$ cat config.mk
export PLATFORM = sky130hd
export DESIGN_NAME = alu_sequencer
export DESIGN_NICKNAME = d
export VERILOG_FILES = /design/src/rtl/alu_seq_pkg.sv /design/src/rtl/alu_sequencer_alu.sv /design/src/rtl/alu_sequencer.sv
export SDC_FILE = /design/constraint.sdc
export NUM_CORES = 1
export LEC_CHECK = 0
export CORE_MARGIN = 1
export CORE_UTILIZATION = 30
export CTS_CLUSTER_SIZE = 25
export DETAILED_ROUTE_END_ITERATION = 7
export GPL_ROUTABILITY_DRIVEN = 0
export PLACE_DENSITY = 0.54
export SYNTH_ARGS = -nofsm -noshare
export SYNTH_HDL_FRONTEND = slang
export SYNTH_SLANG_ARGS = --single-unit
$ cat constraint.sdc
create_clock -name clk -period 4.5 [get_ports clk]
set_clock_uncertainty 0.05 [all_clocks]
set_input_delay 0.675 -clock clk [delete_from_list [all_inputs] [get_ports clk]]
set_output_delay 0.675 -clock clk [all_outputs]
set_load 0.02 [all_outputs]
$ cat src/rtl/alu_seq_pkg.sv
`default_nettype none
// ============================================================================
//  Module   : alu_seq_pkg
//  Brief    : Shared types and constants for the ALU sequencer: FSM state
//             encoding, flag bit positions, named ALU control codes and the
//             condition evaluation helper. Optional condition feature is
//             enabled in the top by defining ALU_SEQ_COND_EN.
//  Revision : 1.0 - initial release
// ============================================================================
package alu_seq_pkg;

    typedef enum logic [1:0] {
        IDLE = 2'd0,
        READ = 2'd1,
        EXEC = 2'd2,
        WB   = 2'd3
    } state_t;

    // Bit positions inside the {V,N,Z,C} flag vector
    localparam int c_flag_c = 0;
    localparam int c_flag_z = 1;
    localparam int c_flag_n = 2;
    localparam int c_flag_v = 3;

    // ALU control codes: bit3 logic/arith, bits2:1 y-select, bit0 carry-in
    localparam logic [3:0] c_op_add = 4'b0010;
    localparam logic [3:0] c_op_sub = 4'b0101;
    localparam logic [3:0] c_op_and = 4'b1000;
    localparam logic [3:0] c_op_or  = 4'b1010;
    localparam logic [3:0] c_op_xor = 4'b1100;
    localparam logic [3:0] c_op_not = 4'b1110;

    // 00 always, 01 Z set, 10 N set, 11 C set
    function automatic logic cond_met(input logic [1:0] cond, input logic [3:0] flags);
        logic r;
        case (cond)
            2'b00:   r = 1'b1;
            2'b01:   r = flags[c_flag_z];
            2'b10:   r = flags[c_flag_n];
            default: r = flags[c_flag_c];
        endcase
        return r;
    endfunction

endpackage
`default_nettype wire

$ cat src/rtl/alu_sequencer_alu.sv
`default_nettype none
// ============================================================================
//  Module   : ALU_G
//  Brief    : Team N-bit ALU. Arithmetic path computes A + Y + cin where Y is
//             selected from {0, B, ~B, all-ones}; logic path offers AND, OR,
//             XOR and NOT A. Flags are {V,N,Z,C}; V and C are zero for logic.
//  Revision : 1.0 - initial release
// ============================================================================
module ALU_G #(
    parameter int N = 4
) (
    input  logic [N-1:0] i_a,
    input  logic [N-1:0] i_b,
    input  logic [3:0]   i_ctrl,
    output logic [N-1:0] o_y,
    output logic [3:0]   o_flags
);

    logic [N-1:0] w_yop;
    logic [N:0]   w_sum;
    logic [N-1:0] w_logic;
    logic         w_carry;
    logic         w_ovf;

    // Result and flag generation for both arithmetic and logic modes
    always_comb begin
        w_yop   = '0;
        w_logic = '0;
        case (i_ctrl[2:1])
            2'b00:   w_yop = '0;
            2'b01:   w_yop = i_b;
            2'b10:   w_yop = ~i_b;
            default: w_yop = '1;
        endcase
        case (i_ctrl[2:1])
            2'b00:   w_logic = i_a & i_b;
            2'b01:   w_logic = i_a | i_b;
            2'b10:   w_logic = i_a ^ i_b;
            default: w_logic = ~i_a;
        endcase
        w_sum   = {1'b0, i_a} + {1'b0, w_yop} + {{N{1'b0}}, i_ctrl[0]};
        w_carry = 1'b0;
        w_ovf   = 1'b0;
        if (i_ctrl[3]) begin
            o_y = w_logic;
        end else begin
            o_y     = w_sum[N-1:0];
            w_carry = w_sum[N];
            // Signed overflow: operands agree in sign, result does not
            w_ovf   = (i_a[N-1] == w_yop[N-1]) && (w_sum[N-1] != i_a[N-1]);
        end
        o_flags = {w_ovf, o_y[N-1], (o_y == '0), w_carry};
    end

endmodule
`default_nettype wire

$ cat src/rtl/alu_sequencer.sv
`default_nettype none
// ============================================================================
//  Module   : alu_sequencer
//  Brief    : Four-register sequencer around the team ALU. Accepts one
//             command at a time (load-immediate or repeated ALU op), writes
//             the register file and flags, and holds a response until taken.
//             Define ALU_SEQ_COND_EN to enable conditional execution on F.
//  Revision : 1.0 - initial release
// ============================================================================
module alu_sequencer
    import alu_seq_pkg::*;
#(
    parameter int N = 4
) (
    input  logic         clk,
    input  logic         reset,
    input  logic         cmd_valid,
    output logic         cmd_ready,
    input  logic [3:0]   cmd_op,
    input  logic [1:0]   cmd_rd,
    input  logic [1:0]   cmd_ra,
    input  logic [1:0]   cmd_rb,
    input  logic         cmd_ld,
    input  logic [N-1:0] cmd_imm,
    input  logic [1:0]   cmd_rep,
    input  logic [1:0]   cmd_cond,
    output logic         rsp_valid,
    input  logic         rsp_ready,
    output logic [N-1:0] rsp_data,
    output logic [3:0]   rsp_flags,
    output logic         rsp_skip,
    input  logic [1:0]   dbg_sel,
    output logic [N-1:0] dbg_data
);

    state_t       r_state;
    state_t       w_next;
    logic [N-1:0] r_regs [4];
    logic [3:0]   r_flags;
    logic [3:0]   r_op;
    logic [1:0]   r_rd;
    logic [1:0]   r_ra;
    logic [1:0]   r_rb;
    logic [1:0]   r_rep;
    logic [N-1:0] r_a;
    logic [N-1:0] r_b;
    logic [1:0]   r_count;
    logic [N-1:0] r_rsp_data;
    logic [3:0]   r_rsp_flags;
    logic [N-1:0] w_alu_y;
    logic [3:0]   w_alu_f;
    logic         w_accept;
    logic         w_cond_ok;

`ifdef ALU_SEQ_COND_EN
    logic         r_skip;
    assign w_cond_ok = cond_met(cmd_cond, r_flags);
    assign rsp_skip  = r_skip;
`else
    logic         w_unused_cond;
    assign w_unused_cond = ^cmd_cond;
    assign w_cond_ok     = 1'b1;
    assign rsp_skip      = 1'b0;
`endif

    assign w_accept  = (r_state == IDLE) && cmd_valid;
    assign rsp_data  = r_rsp_data;
    assign rsp_flags = r_rsp_flags;
    assign dbg_data  = r_regs[dbg_sel];

    ALU_G #(.N(N)) u_alu (
        .i_a     (r_a),
        .i_b     (r_b),
        .i_ctrl  (r_op),
        .o_y     (w_alu_y),
        .o_flags (w_alu_f)
    );

    // State register
    always_ff @(posedge clk or posedge reset) begin
        if (reset) r_state <= IDLE;
        else       r_state <= w_next;
    end

    // Next-state and handshake outputs
    always_comb begin
        w_next    = r_state;
        cmd_ready = 1'b0;
        rsp_valid = 1'b0;
        case (r_state)
            IDLE: begin
                cmd_ready = 1'b1;
                if (cmd_valid) begin
                    if (cmd_ld || !w_cond_ok) w_next = WB;
                    else                      w_next = READ;
                end
            end
            READ: w_next = EXEC;
            EXEC: if (r_count == 2'd0) w_next = WB;
            WB: begin
                rsp_valid = 1'b1;
                if (rsp_ready) w_next = IDLE;
            end
            default: w_next = IDLE;
        endcase
    end

    // Command latch, operand fetch, repeat loop and write-back
    always_ff @(posedge clk or posedge reset) begin
        if (reset) begin
            for (int i = 0; i < 4; i++) r_regs[i] <= '0;
            r_flags     <= '0;
            r_op        <= '0;
            r_rd        <= '0;
            r_ra        <= '0;
            r_rb        <= '0;
            r_rep       <= '0;
            r_a         <= '0;
            r_b         <= '0;
            r_count     <= '0;
            r_rsp_data  <= '0;
            r_rsp_flags <= '0;
`ifdef ALU_SEQ_COND_EN
            r_skip      <= 1'b0;
`endif
        end else begin
            case (r_state)
                IDLE: if (w_accept) begin
                    r_op  <= cmd_op;
                    r_rd  <= cmd_rd;
                    r_ra  <= cmd_ra;
                    r_rb  <= cmd_rb;
                    r_rep <= cmd_rep;
`ifdef ALU_SEQ_COND_EN
                    r_skip <= !w_cond_ok;
`endif
                    if (!w_cond_ok) begin
                        // Suppressed command reports current state untouched
                        r_rsp_data  <= r_regs[cmd_rd];
                        r_rsp_flags <= r_flags;
                    end else if (cmd_ld) begin
                        r_regs[cmd_rd] <= cmd_imm;
                        r_rsp_data     <= cmd_imm;
                        r_rsp_flags    <= r_flags;
                    end
                end
                READ: begin
                    // Operands captured once so aliasing with rd is harmless
                    r_a     <= r_regs[r_ra];
                    r_b     <= r_regs[r_rb];
                    r_count <= r_rep;
                end
                EXEC: begin
                    r_a <= w_alu_y;
                    if (r_count == 2'd0) begin
                        r_regs[r_rd] <= w_alu_y;
                        r_flags      <= w_alu_f;
                        r_rsp_data   <= w_alu_y;
                        r_rsp_flags  <= w_alu_f;
                    end else begin
                        r_count <= r_count - 2'd1;
                    end
                end
                default: ;
            endcase
        end
    end

endmodule
`default_nettype wire

## Word-level counts from Yosys, hierarchy flattened

Cells that the tools add are included.

| word-level totals | value |
|---|---|
| flip-flop bits (word level) | 52 |
| bits of input ports | 25 |
| output and inout port bits | 15 |
| word-level logic and storage cells | 106 |

| cells by class | value |
|---|---|
| add/subtract/negate cells | 3 |
| order comparisons | 7 |
| bitwise operators | 10 |
| multiplexer cells | 42 |
| eq/ne operators | 13 |
| reductions and logical operators | 15 |

Operators with widths:

| kind | count |
|---|---|
| two-way mux 4 bit | 15 |
| two-way mux 16 bit | 3 |
| bitwise mux 16 bit | 2 |
| case mux 16 bit (2 select lines) | 1 |
| binary-select mux 4 bit (select 2 bit) | 3 |
| case mux 4 bit (2 select lines) | 3 |
| case mux 4 bit (3 select lines) | 2 |
| demux 4 bit (select 2 bit) | 2 |
| greater-or-equal comparator 3 bit (second input constant) | 5 |
| inverter 2 -> 3 bit | 5 |
| != test 2 bit (second input constant) | 6 |
| two-way mux 2 bit | 5 |
| inverter 4 bit | 2 |
| case mux 2 bit (4 select lines) | 1 |
| == test 2 bit (second input constant) | 3 |
| logical NOT 2 bit | 3 |
| < comparator 3 x 1 -> 1 bit (second input constant) | 2 |
| AND reduction 2 bit | 3 |
| adder 4 x 4 -> 5 bit | 1 |
| adder 5 x 1 -> 5 bit | 1 |
| bitwise AND 4 bit | 1 |
| == test 2 x 1 -> 1 bit (second input constant) | 2 |
| logical AND 1 bit | 4 |
| logical NOT 4 bit | 1 |
| other kinds (10) | 14 |

## Longest topological paths before layout

| depth | value |
|---|---|
| word-level depth | 9 |
| mapped depth | 10 |
| mapped depth without buffers | 9 |

## By module

A second synthesis with hierarchy kept.

| unflattened totals | value |
|---|---|
| cells, all modules | 301 |
| area, all modules | 3,395.8 µm² |

Modules (own cells, without submodules):

| module | area an instance (µm²) | instances | cells an instance |
|---|---|---|---|
| alu_sequencer | 2,798.9 | 1 | 228 |
| ALU_G | 596.8 | 1 | 73 |

## Least setup slack after synthesis

OpenSTA, ideal clock, no wires.

| path | value |
|---|---|
| path type | register -> register |
| from | register r_op[2] |
| to | register r_rsp_flags[1], in the netlist rsp_flags[1] |
| data arrival time | 2.121 ns |
| path slack | 2.228 ns |
| cell stages (with the launch flop) | 10 |
| buffers on the path | 1 |
| cell sequence | dfrtp_1 buf_2 mux2i_1 fa_1 inv_1 fa_1 nor2_1 a32oi_1 a211o_1 o311ai_2 |

| between the ends | value |
|---|---|
| longest elaborated chain between the ends | 8 |
| elaborated cells between the ends (all ways) | 11 |

RTL lines:

| element | RTL line | text |
|---|---|---|
| start: declaration | alu_sequencer.sv:40 | `logic [3:0] r_op;` |
| start signal: assignment | alu_sequencer.sv:129 | `r_op <= cmd_op;` |
| == test 2 bit (tied with other cells) | alu_sequencer_alu.sv:29, alu_sequencer_alu.sv:35 |  |
| case mux 4 bit (3 select lines) | alu_sequencer_alu.sv:29 | `case (i_ctrl[2:1])` |
| adder 4 x 4 -> 5 bit | alu_sequencer_alu.sv:41 | `w_sum = {1'b0, i_a} + {1'b0, w_yop} + {{N{1'b0}}, i_ctrl[0]};` |
| adder 5 x 1 -> 5 bit | alu_sequencer_alu.sv:41 |  |
| two-way mux 4 bit * | alu_sequencer_alu.sv:44 | `if (i_ctrl[3]) begin` |
| logical NOT 4 bit * | alu_sequencer_alu.sv:52 | `o_flags = {w_ovf, o_y[N-1], (o_y == '0), w_carry};` |
| two-way mux 4 bit * | alu_sequencer.sv:155 | `if (r_count == 2'd0) begin` |
| case mux 4 bit (2 select lines) * | alu_sequencer.sv:127 | `case (r_state)` |
| end signal: assignment | alu_sequencer.sv:140 | `r_rsp_flags <= r_flags;` |
| end signal: assignment | alu_sequencer.sv:144 | `r_rsp_flags <= r_flags;` |
| end signal: assignment | alu_sequencer.sv:159 | `r_rsp_flags <= w_alu_f;` |
| end: declaration | alu_sequencer.sv:49 | `logic [3:0] r_rsp_flags;` |

Every way passes the cells marked *; elsewhere a longest branch is shown, timed or not. The select of a mux whose other input is x is not followed.
A chain may end at the register's enable or synchronous reset.

## Worst setup path after layout

| path | value |
|---|---|
| from | input dbg_sel[0] |
| to | output dbg_data[2] |

| between the ends | value |
|---|---|
| longest elaborated chain between the ends | 4 |

RTL lines:

| element | RTL line | text |
|---|---|---|
| start: declaration | alu_sequencer.sv:32 | `input logic [1:0] dbg_sel,` |
| inverter 2 -> 3 bit (implied by the code) | alu_sequencer.sv:69 | `assign dbg_data = r_regs[dbg_sel];` |
| binary-select mux 4 bit (select 2 bit) | alu_sequencer.sv:69 |  |
| two-way mux 4 bit (implied by the code) (2 in a row) | alu_sequencer.sv:69 |  |
| end: declaration | alu_sequencer.sv:33 | `output logic [N-1:0] dbg_data` |

No other way between the ends. The select of a mux whose other input is x is not followed.

==> results.json <==
{
  "status": "completed",
  "syn-cell-area_sq_um": 3200,
  "synth_top_area_share_pct": 40.7,
  "final_cell_mix": "52 x dfrtp_1, 36 x clkdlybuf4s50_1, 34 x nor2_1, 31 x a21oi_1, 27 x nand2_1",
  "synth_xor_area_share_pct": 0.548,
  "synth_area_leaders": "dfrtp_1 41%, mux4_2 9.2%, mux2_2 6.3%, ha_1 6.3%, a21oi_1 4.8%",
  "synth_edf_count": 0,
  "hold_start": "r_flags[1]",
  "io_pins": 40,
  "wl_per_cell_microns": 16.2,
  "portBuffers": 36,
  "synth-seq-area-share_pct": 40.7,
  "wl_microns": 7770,
  "max_freq_mhz": 323,
  "synth_cell_types": 39,
  "cpMostUsedCell": "clkdlybuf4s50_1",
  "crit-reg2reg-capture": "r_regs[2]",
  "critPathLaunchType": "primary input",
  "cellLeakagePower_nw": 1.61,
  "cp_slowest_cell": "clkdlybuf4s50_1",
  "drc_errors": 0,
  "post-synth-top-area-cell": "dfrtp_1",
  "slew_headroom_pct": 35.9,
  "postCtsSetupBuffers": 0,
  "cp_max_fo": 4,
  "rows": 37,
  "die_w_microns": 105,
  "tritoncts": "built",
  "hold_path_class": "flip-flop to flip-flop",
  "holdPathEnd": "r_flags[1]",
  "insertedDiodeCount": 0,
  "syn2layout_area_growth_pct": 19.0,
  "vias": 2408,
  "ff2ff_setup_slack_ps": 1470,
  "finalHoldViolCount": 0,
  "ys_warn_count": 0,
  "grt_pass1_vias": 2383,
  "worst_pin_slew_ps": 961,
  "drt.antenna.violating_nets": 0,
  "r2r_start": "r_state[0]",
  "crit_chain": "clkdlybuf4s50_1 > mux4_2 > clkdlybuf4s50_1",
  "report.final.slew_viol_count": 0,
  "layout_commonest_cell": "dfrtp_1",
  "clock-sinks": 52,
  "rsz0062_at_grt": "no",
  "drive_above_1_share_pct": 12.8,
  "postSynthCellCount": 311,
  "ys_ff_latch": 52,
  "cts_root_buf": "clkbuf_8",
  "path_class": "primary input to output port",
  "end_kind": "output port",
  "clk_latency_ps": 310,
  "synthMuxAreaShare_pct": 19.4,
  "grt_overflow": 0,
  "nFillCells": 1049,
  "dpl_cell_area_sq_um": 3680,
  "synth_fa_ha_area_share_pct": 7.51,
  "start_util_pct": 31.0,
  "place_hpwl_microns": 5580,
  "grt_pass1_wl_microns": 12400,
  "post-route-min-period_ps": 3090,
  "cts_buffers": 5,
  "nNetsFinal": 386,
  "avgViaCountPerCell": 5.02,
  "antenna_found_initial": 0,
  "critical_path.max_stage_delay_ps": 590,
  "h-tree-depth": 2,
  "max-cap-violations": 0,
  "period_share_pct": 68.7,
  "synthArstFlopShare_pct": 100,
  "avgSynthCellArea_sq_um": 10.3,
  "fp.dieH_microns": 105,
  "hold_depth": 2,
  "drtIter0Drc": 132,
  "r2r_cells": 7,
  "core_sq_um": 10300,
  "crit_arrival_ps": 2370,
  "setup_viol": 0,
  "vdd_drop_max_v": 0.000247,
  "holdBufCountCts": 0,
  "cts_resized": 0,
  "grt_max_degree": 53,
  "dieArea_sq_um": 11100,
  "cp.required_ps": 3770,
  "synth-simple-area-share_pct": 11.4,
  "synth-main-ff-cell": "dfrtp_1",
  "cts_max_path_buffers": 2,
  "drt-pass1-iter-count": 4,
  "syn_nets": 354,
  "synth_top_family_by_area": "multiplexers",
  "grt_usage_pct": 14.5,
  "synth-compound-area-share_pct": 16.0,
  "startpoint": "dbg_sel[0]",
  "fin_setup_tns_ps": 0,
  "fin_area_sq_um": 3810,
  "power_density_nw_per_um2": 850,
  "worst_setup_hold_path_clk_slew_ps": 100
}
worst max-delay path by stage:
stage	end	slack, ps	cells past startpoint
2_1_floorplan	rsp_flags[1]	2230	9
3_3_place_gp	dbg_data[2]	1410	3
3_5_place_dp	dbg_data[2]	1390	3
4_1_cts	dbg_data[2]	1390	3
5_1_grt	r_regs[2]	1200	7
6_report	dbg_data[2]	1410	3
final cells by class:
cell class / count / area (sq um) / share of cell area (%)
flip-flops and latches: 52 / 1300 / 34.2
inverters: 22 / 82.6 / 2.17
clock inverters: 1 / 30.0 / 0.789
repair buffers: 37 / 368 / 9.66
clock buffers: 7 / 96.3 / 2.53
multi-input cells: 225 / 1760 / 46.2
well taps: 136 / 170 / 4.47
Yosys cell counts (6+ instances only):
| library cell | count |
|---|---|
| dfrtp_1 | 52 |
| ha_1 | 16 |
| o21ai_0 | 16 |
| mux2_2 | 18 |
| nor2b_1 | 10 |
| a32oi_1 | 9 |
| a22oi_1 | 6 |
| mux2i_1 | 10 |
| mux4_2 | 13 |
| nand3_1 | 6 |
| nand2_1 | 27 |
| a21oi_1 | 31 |
| clkbuf_1 | 8 |
| nor2_1 | 34 |
| inv_1 | 22 |
power by group:
part	leakage (nW)	internal (W)	total, W	switching, W
clock	0.0645	0.000197	0.000361	0.000164
combinational	0.919	0.000864	0.00188	0.00101
sequential	0.625	0.000710	0.000999	0.000288
cell families after synthesis:
family          Yosys count
xor+xnor                  2
fa+ha+maj                18
flops                    52
compound gates           78
buf+inv                  34
simple gates             84
mux                      42
other cells               1
metal layers:
layer,part of all wire (%),wire length (microns),global-route usage (%),vias up
met5,0,0,0,-
met4,1.2,92,4.23,0
met3,2.5,197,1.79,7
met2,50,3880,24.5,32
met1,46,3600,19.3,1188
li1,-,-,-,1181
sequential cells by signal, indices dropped and copies added, names as in the netlist, 4 cells and up:
name       count
r_a            4
r_b            4
r_flags        4
r_op           4
r_regs        16
rsp_data       4
rsp_flags      4
critical path, delay by kind of cell:
family                 cells  cell delay [ps]
muxes                      1              540
buffers and inverters      2             1150
per-stage QoR:
step	setup slack, ps	hold WS, ps	utilization (%)	power (W)	cells
2_1_floorplan	2230	399	-	0.00234	311
3_5_place_dp	1390	422	35.6	0.00289	472
3_3_place_gp	1410	414	35.6	0.00285	472
5_1_grt	1200	466	36.9	0.00351	480
4_1_cts	1390	447	36.9	0.00327	480
6_report	1410	441	36.9	0.00324	480
Note: power is estimated with default switching activity, not from simulation.
